$ cat config.mk
export PLATFORM = sky130hd
export DESIGN_NAME = single_in_to_x_out
export DESIGN_NICKNAME = d
export VERILOG_FILES = /design/src/rtl/single_in_to_x_out_pkg.sv /design/src/rtl/single_in_to_x_out.sv
export SDC_FILE = /design/constraint.sdc
export NUM_CORES = 1
export LEC_CHECK = 0
export CAP_MARGIN = 20
export CORE_ASPECT_RATIO = 0.9
export CORE_UTILIZATION = 48
export CTS_BUF_LIST = sky130_fd_sc_hd__clkbuf_8
export CTS_CLUSTER_SIZE = 10
export DETAILED_ROUTE_END_ITERATION = 16
export PLACE_DENSITY = 0.88
export SLEW_MARGIN = 20
export SYNTH_ARGS = -nofsm -noshare
export SYNTH_HDL_FRONTEND = slang
export SYNTH_SLANG_ARGS = --single-unit
$ cat constraint.sdc
create_clock -name clk -period 1.26 [get_ports clk]
set_input_delay 0.315 -clock clk [delete_from_list [all_inputs] [get_ports clk]]
set_output_delay 0.315 -clock clk [all_outputs]
set_load 0.02 [all_outputs]
$ cat src/rtl/single_in_to_x_out_pkg.sv
// Shared definitions for the serial-to-parallel word assembler.
package single_in_to_x_out_pkg;

    localparam int DEFAULT_NUM_OUTS = 8;

    // Width of a counter that must reach n-1; never less than one bit.
    function automatic int idxWidth(input int n);
        return (n <= 2) ? 1 : $clog2(n);
    endfunction

endpackage

$ cat src/rtl/single_in_to_x_out.sv
// Serial-to-parallel assembler: collects LSB-first bits into NUM_OUTS-bit words
// and presents each word on a registered valid/ready output with overrun detection.
module single_in_to_x_out
    import single_in_to_x_out_pkg::*;
#(
    parameter int NUM_OUTS = DEFAULT_NUM_OUTS
) (
    input  logic                clk,
    input  logic                rst,
    input  logic                in,
    input  logic                in_en,
    input  logic                align,
    output logic [NUM_OUTS-1:0] out,
    output logic                out_valid,
    input  logic                out_ready,
    output logic                overrun,
    input  logic                overrun_clr
);

    localparam int                IDX_W    = idxWidth(NUM_OUTS);
    localparam logic [IDX_W-1:0]  LAST_IDX = IDX_W'(NUM_OUTS - 1);

    logic [IDX_W-1:0]    idx_q, idx_d;
    logic [NUM_OUTS-2:0] buf_q, buf_d;
    logic [NUM_OUTS-1:0] out_q;
    logic                outValid_q;
    logic                overrun_q;

    logic                wordDone;
    logic                canLoad;
    logic                loadWord;
    logic                dropWord;
    logic [NUM_OUTS-1:0] completedWord;

    // An aligning bit is always bit 0 of a fresh word, so it can never complete one.
    assign wordDone      = in_en && !align && (idx_q == LAST_IDX);
    assign canLoad       = !outValid_q || out_ready;
    assign loadWord      = wordDone && canLoad;
    assign dropWord      = wordDone && !canLoad;
    assign completedWord = {in, buf_q};

    always_comb begin
        idx_d = idx_q;
        if (align) begin
            idx_d = in_en ? IDX_W'(1) : '0;
        end else if (in_en) begin
            idx_d = (idx_q == LAST_IDX) ? '0 : idx_q + IDX_W'(1);
        end
    end

    always_ff @(posedge clk) begin
        if (rst) idx_q <= '0;
        else     idx_q <= idx_d;
    end

    // The final bit of a word goes straight to the output register, so the
    // buffer only needs the first NUM_OUTS-1 positions.
    always_comb begin
        buf_d = buf_q;
        if (align) begin
            buf_d    = '0;
            buf_d[0] = in_en & in;
        end else if (in_en) begin
            for (int i = 0; i < NUM_OUTS - 1; i++) begin
                if (idx_q == IDX_W'(i)) buf_d[i] = in;
            end
        end
    end

    always_ff @(posedge clk) begin
        if (rst) buf_q <= '0;
        else     buf_q <= buf_d;
    end

    always_ff @(posedge clk) begin
        if (rst) begin
            out_q      <= '0;
            outValid_q <= 1'b0;
        end else if (loadWord) begin
            out_q      <= completedWord;
            outValid_q <= 1'b1;
        end else if (outValid_q && out_ready) begin
            outValid_q <= 1'b0;
        end
    end

    // A dropped word wins over a simultaneous clear so no overrun goes unreported.
    always_ff @(posedge clk) begin
        if (rst)              overrun_q <= 1'b0;
        else if (dropWord)    overrun_q <= 1'b1;
        else if (overrun_clr) overrun_q <= 1'b0;
    end

    assign out       = out_q;
    assign out_valid = outValid_q;
    assign overrun   = overrun_q;

endmodule

==> results of run 1 <==
-- synthesized netlist by cell type --
library cell   n
dfxtp_1       20
nand2b_1      15
mux2i_1       13
nor2_1         8
ha_1           6
a21oi_1        4
inv_1          4
nand3_1        4
nor2b_1        3
buf_6          2
clkbuf_1       2
nand2_1        2
nand3b_1       2
o21ai_0        2
a211oi_2       1
a311o_2        1
and2b_2        1
inv_2          1
nand3b_4       1
nor2_8         1
o211ai_1       1
o22ai_1        1
o41ai_2        1
or2_2          1
or3_1          1
-- worst paths after layout --
check             depth (start not counted)             startpoint  slack, ns                     to
setup / recovery                          5  idx_q[0]$_SDFFE_PP0P_      0.002    out[1]$_SDFFE_PP0P_
hold / removal                            2  buf_q[3]$_SDFFE_PP0P_       0.46  buf_q[3]$_SDFFE_PP0P_
setup reg to reg                          5  idx_q[0]$_SDFFE_PP0P_      0.002    out[1]$_SDFFE_PP0P_
hold reg to reg                           2  buf_q[3]$_SDFFE_PP0P_       0.46  buf_q[3]$_SDFFE_PP0P_
-- where the power goes --
part | internal, mW | total (mW) | switching (mW)
clock | 0.213 | 0.401 | 0.189
sequential | 0.638 | 0.644 | 0.00548
combinational | 0.0607 | 0.119 | 0.0583
-- metal layers --
| layer | GRT usage, % | up-vias | wire length, µm |
|---|---|---|---|
| met5 | 0 | - | 0 |
| met4 | 6.86 | 0 | 22 |
| met3 | 6.06 | 5 | 79 |
| met2 | 32.7 | 14 | 874 |
| met1 | 21.5 | 339 | 859 |
| li1 | - | 382 | - |
-- worst max-delay path, delay by kind of cell (launching register included) --
family / cells / cell delay, ns
mux: 1 / 0.22
fa+ha+maj: 2 / 0.28
flops: 1 / 0.37
simple gates: 2 / 0.32
-- state kept, by name (all words and copies together), names as in the netlist --
signal / flops
out_valid: 1
overrun: 1
out: 8
idx_q: 3
buf_q: 7
-- cell families (layout without fill, tap and decap cells) --
group / Yosys count / after routing / synth area share (%)
mux: 13 / 13 / 13.2
flops: 20 / 20 / 40.7
buf+inv: 9 / 35 / 4.95
simple gates: 39 / 39 / 25.0
compound gates: 11 / 11 / 8.51
fa+ha+maj: 6 / 6 / 7.62
-- stage by stage --
stage,hold WS [ns],area [µm²],setup slack (ns),instances,util (%)
2_1_floorplan,0.434,987,0.00137,98,-
3_3_place_gp,0.450,1220,-0.285,144,63.5
3_5_place_dp,0.452,1220,-0.330,144,63.5
4_1_cts,0.461,1290,-0.0382,149,67.3
5_1_grt,0.469,1340,-0.0771,149,69.9
6_report,0.460,1340,0.00185,149,69.9
-- layout make-up --
type,count,area (µm²)
inverter,5,18.8
clock buffer,3,41.3
multi-input combinational,69,601
tap,25,31.3
timing repair buffer,27,240
sequential,20,405
fill,153,577
-- what timing repair did --
action,4_1_cts,5_1_grt
gates resized for setup,20,21
pin swaps,4,8
setup buffers,2,0
endpoints found under the setup margin,25,23
==> flow_metrics.py, run 1 <==
metrics = {
    "clock_tree": {
        "cts.sinks": 20,
        "worst_setup_hold_path_clk_slew_ns": 0.07,
        "htreeDepth": 1,
        "clock_path_buffers": 2,
        "cts_made_buffers": 3,
        "clk_latency_ns": 0.25,
        "cts_hold_buf": 0,
        "cts_tree": "done",
        "cts_root_buf": "clkbuf_8",
    },
    "global_route": {
        "grt_max_degree": 21,
        "grt_pass1_vias": 707,
        "grt_pass1_wl_um": 3030,
        "grt-ovfl-total": 0,
        "grt_antenna_before_repair": 0,
        "track_usage_pct": 18.6,
    },
    "flow_run": {
        "cap_violations": 0,
    },
    "cells_and_area": {
        "area_growth_pct": 35.8,
        "final_cell_mix": "18 x dfxtp_1, 15 x nand2b_1, 13 x mux2i_1",
        "fin_nets": 139,
        "antenna_cells": 0,
        "final_common_cell": "dfxtp_1",
        "layout-drive-gt1-share_pct": 28.2,
    },
    "setup_path": {
        "path_class": "reg2reg",
        "cpMaxStageDelayCell": "dfxtp_4",
        "start_kind": "flop",
        "cp_max_fo": 7,
        "path_cells": "ha_4, ha_4, nand3b_4, nor2_8, mux2i_1",
        "cp-end-kind": "flop",
        "critPathRequiredTime_ns": 1.44,
        "critPathMaxStageDelay_ns": 0.37,
        "crit_top_cell": "ha_4",
        "worstPathArrival_ns": 1.44,
    },
    "sta": {
        "period_share_pct": 99.9,
        "fin_crit_ns": 1.26,
        "hold_viol": 0,
        "setup_viol": 0,
        "drv_slew": 0,
        "fmax_ghz": 0.795,
        "worst_pin_slew_ns": 0.301,
        "fin_tns_setup_ns": 0,
        "rsz0062_at_grt": "yes",
        "skew_ns": 0.00388,
        "relSlewSlack_pct": 79.9,
    },
    "power_and_ir_drop": {
        "total_power_mw": 1.16,
        "ir_drop_uv": 604,
        "power_density_mw_per_mm2": 870,
        "p_leak_nw": 0.528,
    },
    "floorplanning": {
        "die_w_um": 49.7,
        "core_mm2": 0.00191,
        "floorplan.initialDensity_pct": 51.4,
        "chipHeight_um": 45.0,
        "io-pin-count": 17,
        "dieArea_mm2": 0.00224,
        "row_count": 15,
    },
    "logic_synthesis": {
        "yosysTopAreaCell": "dfxtp_1",
        "syn_inst": 98,
        "yosysUniqueCellTypes": 25,
        "netlist_top_cells_area": "dfxtp_1 41%, mux2i_1 13%, nand2b_1 9.5%",
        "synth.top_cell.area_share_pct": 40.7,
        "synth_warnings": 0,
        "syn-num-nets": 111,
        "avgSynthCellArea_um2": 10.0,
        "syn-cell-area_um2": 985,
        "yosysSeqAreaShare_pct": 40.7,
        "synth-seq-cells": 20,
    },
    "routing": {
        "wirelength_um": 1830,
        "ant_nets": 0,
        "viasPerCell": 4.97,
        "drt_iter0_drc": 2,
        "first_pass_iters": 4,
        "drc": 0,
        "wl_per_cell_um": 12.3,
        "vias": 740,
    },
    "place": {
        "gp_congestion": 0.743,
        "dp_hpwl_um": 1290,
        "portBuffers": 16,
    },
    "status": {
        "status": "completed",
    },
    "worst_hold_path": {
        "hp-class": "reg2reg",
    },
}
(Power assumes the default switching activity.)
==> run 2, diff against run 1 <==
--- a/config.mk
+++ b/config.mk
@@ -6,13 +6,12 @@
 export NUM_CORES = 1
 export LEC_CHECK = 0
 export CAP_MARGIN = 20
-export CORE_ASPECT_RATIO = 0.9
-export CORE_UTILIZATION = 48
-export CTS_BUF_LIST = sky130_fd_sc_hd__clkbuf_8
+export CORE_ASPECT_RATIO = 0.7
+export CORE_UTILIZATION = 46
 export CTS_CLUSTER_SIZE = 10
 export DETAILED_ROUTE_END_ITERATION = 16
-export PLACE_DENSITY = 0.88
-export SLEW_MARGIN = 20
+export PLACE_DENSITY = 0.86
+export SLEW_MARGIN = 40
 export SYNTH_ARGS = -nofsm -noshare
 export SYNTH_HDL_FRONTEND = slang
 export SYNTH_SLANG_ARGS = --single-unit
==> flow_metrics.py, run 2 (same netlist as run 1, synthesis figures left out) <==
metrics = {
    "worst_hold_path": {
        "hp-class": "in2reg",
        "worstHoldStart": "align",
        "min_path_cells": 3,
        "timing.hold.worst_endpoint": "idx_q[0]$_SDFFE_PP0P_",
    },
    "cells_and_area": {
        "multi_input_area_um2": 613,
        "largest_reg_flops": 8,
        "final_cell_mix": "17 x dfxtp_1, 15 x nand2b_1, 13 x mux2i_1",
        "layout.cells.non_filler": 148,
        "antenna_cells": 0,
        "nFillCells": 158,
        "regArea_um2": 407,
        "area_growth_pct": 36.3,
        "layout-drive-gt1-share_pct": 37.3,
        "fin_nets": 141,
        "final_common_cell": "dfxtp_1",
    },
    "sta": {
        "relSlewSlack_pct": 77.2,
        "fin_tns_setup_ns": -0.00852,
        "setup_slack_ns": -0.00852,
        "fin_crit_ns": 1.27,
        "fmax_ghz": 0.788,
        "hold_viol": 0,
        "setup_viol": 1,
        "drv_slew": 0,
        "period_share_pct": 101,
        "skew_ns": 0.00276,
        "worst_pin_slew_ns": 0.341,
        "rsz0062_at_grt": "yes",
    },
    "clock_tree": {
        "clock_path_buffers": 2,
        "cts_root_buf": "clkbuf_4",
        "cts_hold_buf": 0,
        "cts.sinks": 20,
        "cts_tree": "done",
        "clk_latency_ns": 0.30,
        "cts_made_buffers": 3,
        "worst_setup_hold_path_clk_slew_ns": 0.10,
        "htreeDepth": 1,
    },
    "setup_path": {
        "critPathTopFamily": "flip-flops",
        "cp_num_buf_inv": 3,
        "worstPathArrival_ns": 1.47,
        "reg2reg_to": "buf_q[2]$_SDFFE_PP0P_",
        "cpMaxStageDelayCell": "dfxtp_4",
        "critPathMaxStageDelay_ns": 0.38,
        "timing.reg2reg.setup_slack_ns": -0.009,
        "critPathRequiredTime_ns": 1.46,
        "cp_max_fo": 3,
        "r2r_cells": 7,
        "r2r_start": "idx_q[0]$_SDFFE_PP0P_",
        "start_kind": "flop",
        "cp-end-kind": "flop",
        "crit_top_cell": "buf_6",
        "path_class": "reg2reg",
        "path_cells": "buf_6, inv_4, buf_6, ha_4, nand3b_1, mux2i_1, nor2_1",
        "cp.depth": 7,
    },
    "floorplanning": {
        "row_count": 13,
        "floorplan.initialDensity_pct": 50.9,
        "dieArea_mm2": 0.00233,
        "die_w_um": 57.3,
        "chipHeight_um": 40.7,
        "io-pin-count": 17,
        "core_mm2": 0.00194,
    },
    "power_and_ir_drop": {
        "power_density_mw_per_mm2": 807,
        "total_power_mw": 1.08,
        "p_leak_nw": 0.549,
        "ir_drop_uv": 709,
    },
    "place": {
        "gp_congestion": 0.813,
        "dp.cells": 143,
        "dp_hpwl_um": 1300,
        "portBuffers": 16,
    },
    "routing": {
        "wl_per_cell_um": 14.4,
        "first_pass_iters": 10,
        "wirelength_um": 2130,
        "drt_iter0_drc": 16,
        "viasPerCell": 5.34,
        "vias": 790,
        "ant_nets": 0,
        "drc": 1,
    },
    "global_route": {
        "grt-ovfl-total": 0,
        "grt_pass1_vias": 719,
        "grt_max_degree": 21,
        "grt_pass1_wl_um": 3100,
        "track_usage_pct": 19.1,
        "grt_antenna_before_repair": 0,
    },
    "status": {
        "status": "finished with violations",
        "violations": "design-rule violations, negative setup slack",
    },
    "flow_run": {
        "cap_violations": 0,
    },
}
## run 2: changes by cell type in the layout (fill, tap and decap cells not counted), moves of 2 or more
cell             previous run  this run
dlygate4sd2_1               4         1
buf_6                       2         4
buf_2                       0         5
inv_2                       3         1
inv_4                       0         2
clkdlybuf4s15_1             8         0
clkdlybuf4s15_2             0         4
clkbuf_4                    0         3
clkbuf_8                    3         0
## run 2: worst reg2reg max path: stages, from the launching register on
cell	delay [ns]
dfxtp_4	0.38
buf_6	0.12
inv_4	0.04
buf_6	0.11
ha_4	0.15
nand3b_1	0.10
mux2i_1	0.21
nor2_1	0.06
## run 2: worst max path at each step
| stage | slack (ns) | endpoint | start |
|---|---|---|---|
| 2_1_floorplan | 0.001 | out[1]$_SDFFE_PP0P_ | idx_q[0]$_SDFFE_PP0P_ |
| 5_1_grt | -0.09 | buf_q[2]$_SDFFE_PP0P_ | idx_q[0]$_SDFFE_PP0P_ |
| 6_report | -0.009 | buf_q[2]$_SDFFE_PP0P_ | idx_q[0]$_SDFFE_PP0P_ |
| 3_3_place_gp | -0.29 | out[1]$_SDFFE_PP0P_ | in_en |
| 4_1_cts | -0.03 | out[3]$_SDFFE_PP0P_ | idx_q[1]$_SDFFE_PP0P_ |
| 3_5_place_dp | -0.34 | out[3]$_SDFFE_PP0P_ | in_en |
## run 2: where the power goes
group	internal, mW	switching (mW)	leakage [nW]
combinational	0.0750	0.0691	0.372
sequential	0.638	0.00621	0.163
clock	0.112	0.183	0.0138
## run 2: routing by layer
metal  wire length (µm)  vias to the layer above  track usage [%]
met2               1100                       22             37.4
met5                  0                        -                0
met3                118                        2             6.62
met1                895                      374             20.5
li1                   -                      392                -
met4                  8                        0             5.49
## run 2: layout make-up
class                   instances  area share, %
multi-input cells              69           45.7
inverters                       5           1.77
well taps                      22           2.05
clock buffers                   3           1.68
flip-flops and latches         20           30.3
repair buffers                 29           18.5
## run 2: per-stage QoR
stage	area [µm²]	setup slack [ns]	utilization, %	hold slack (ns)
after floorplan	987	0.00137	-	0.434
after global placement	1230	-0.295	63.4	0.450
after detailed placement	1230	-0.340	63.4	0.453
after CTS	1320	-0.0271	68.3	0.467
after global routing	1340	-0.0869	69.4	0.483
final	1340	-0.00852	69.4	0.457
## run 2: timing repair
action	in CTS	in global routing
setup endpoints to repair	22	21
pin swaps	3	11
buffers inserted	2	0
resized for setup	40	22
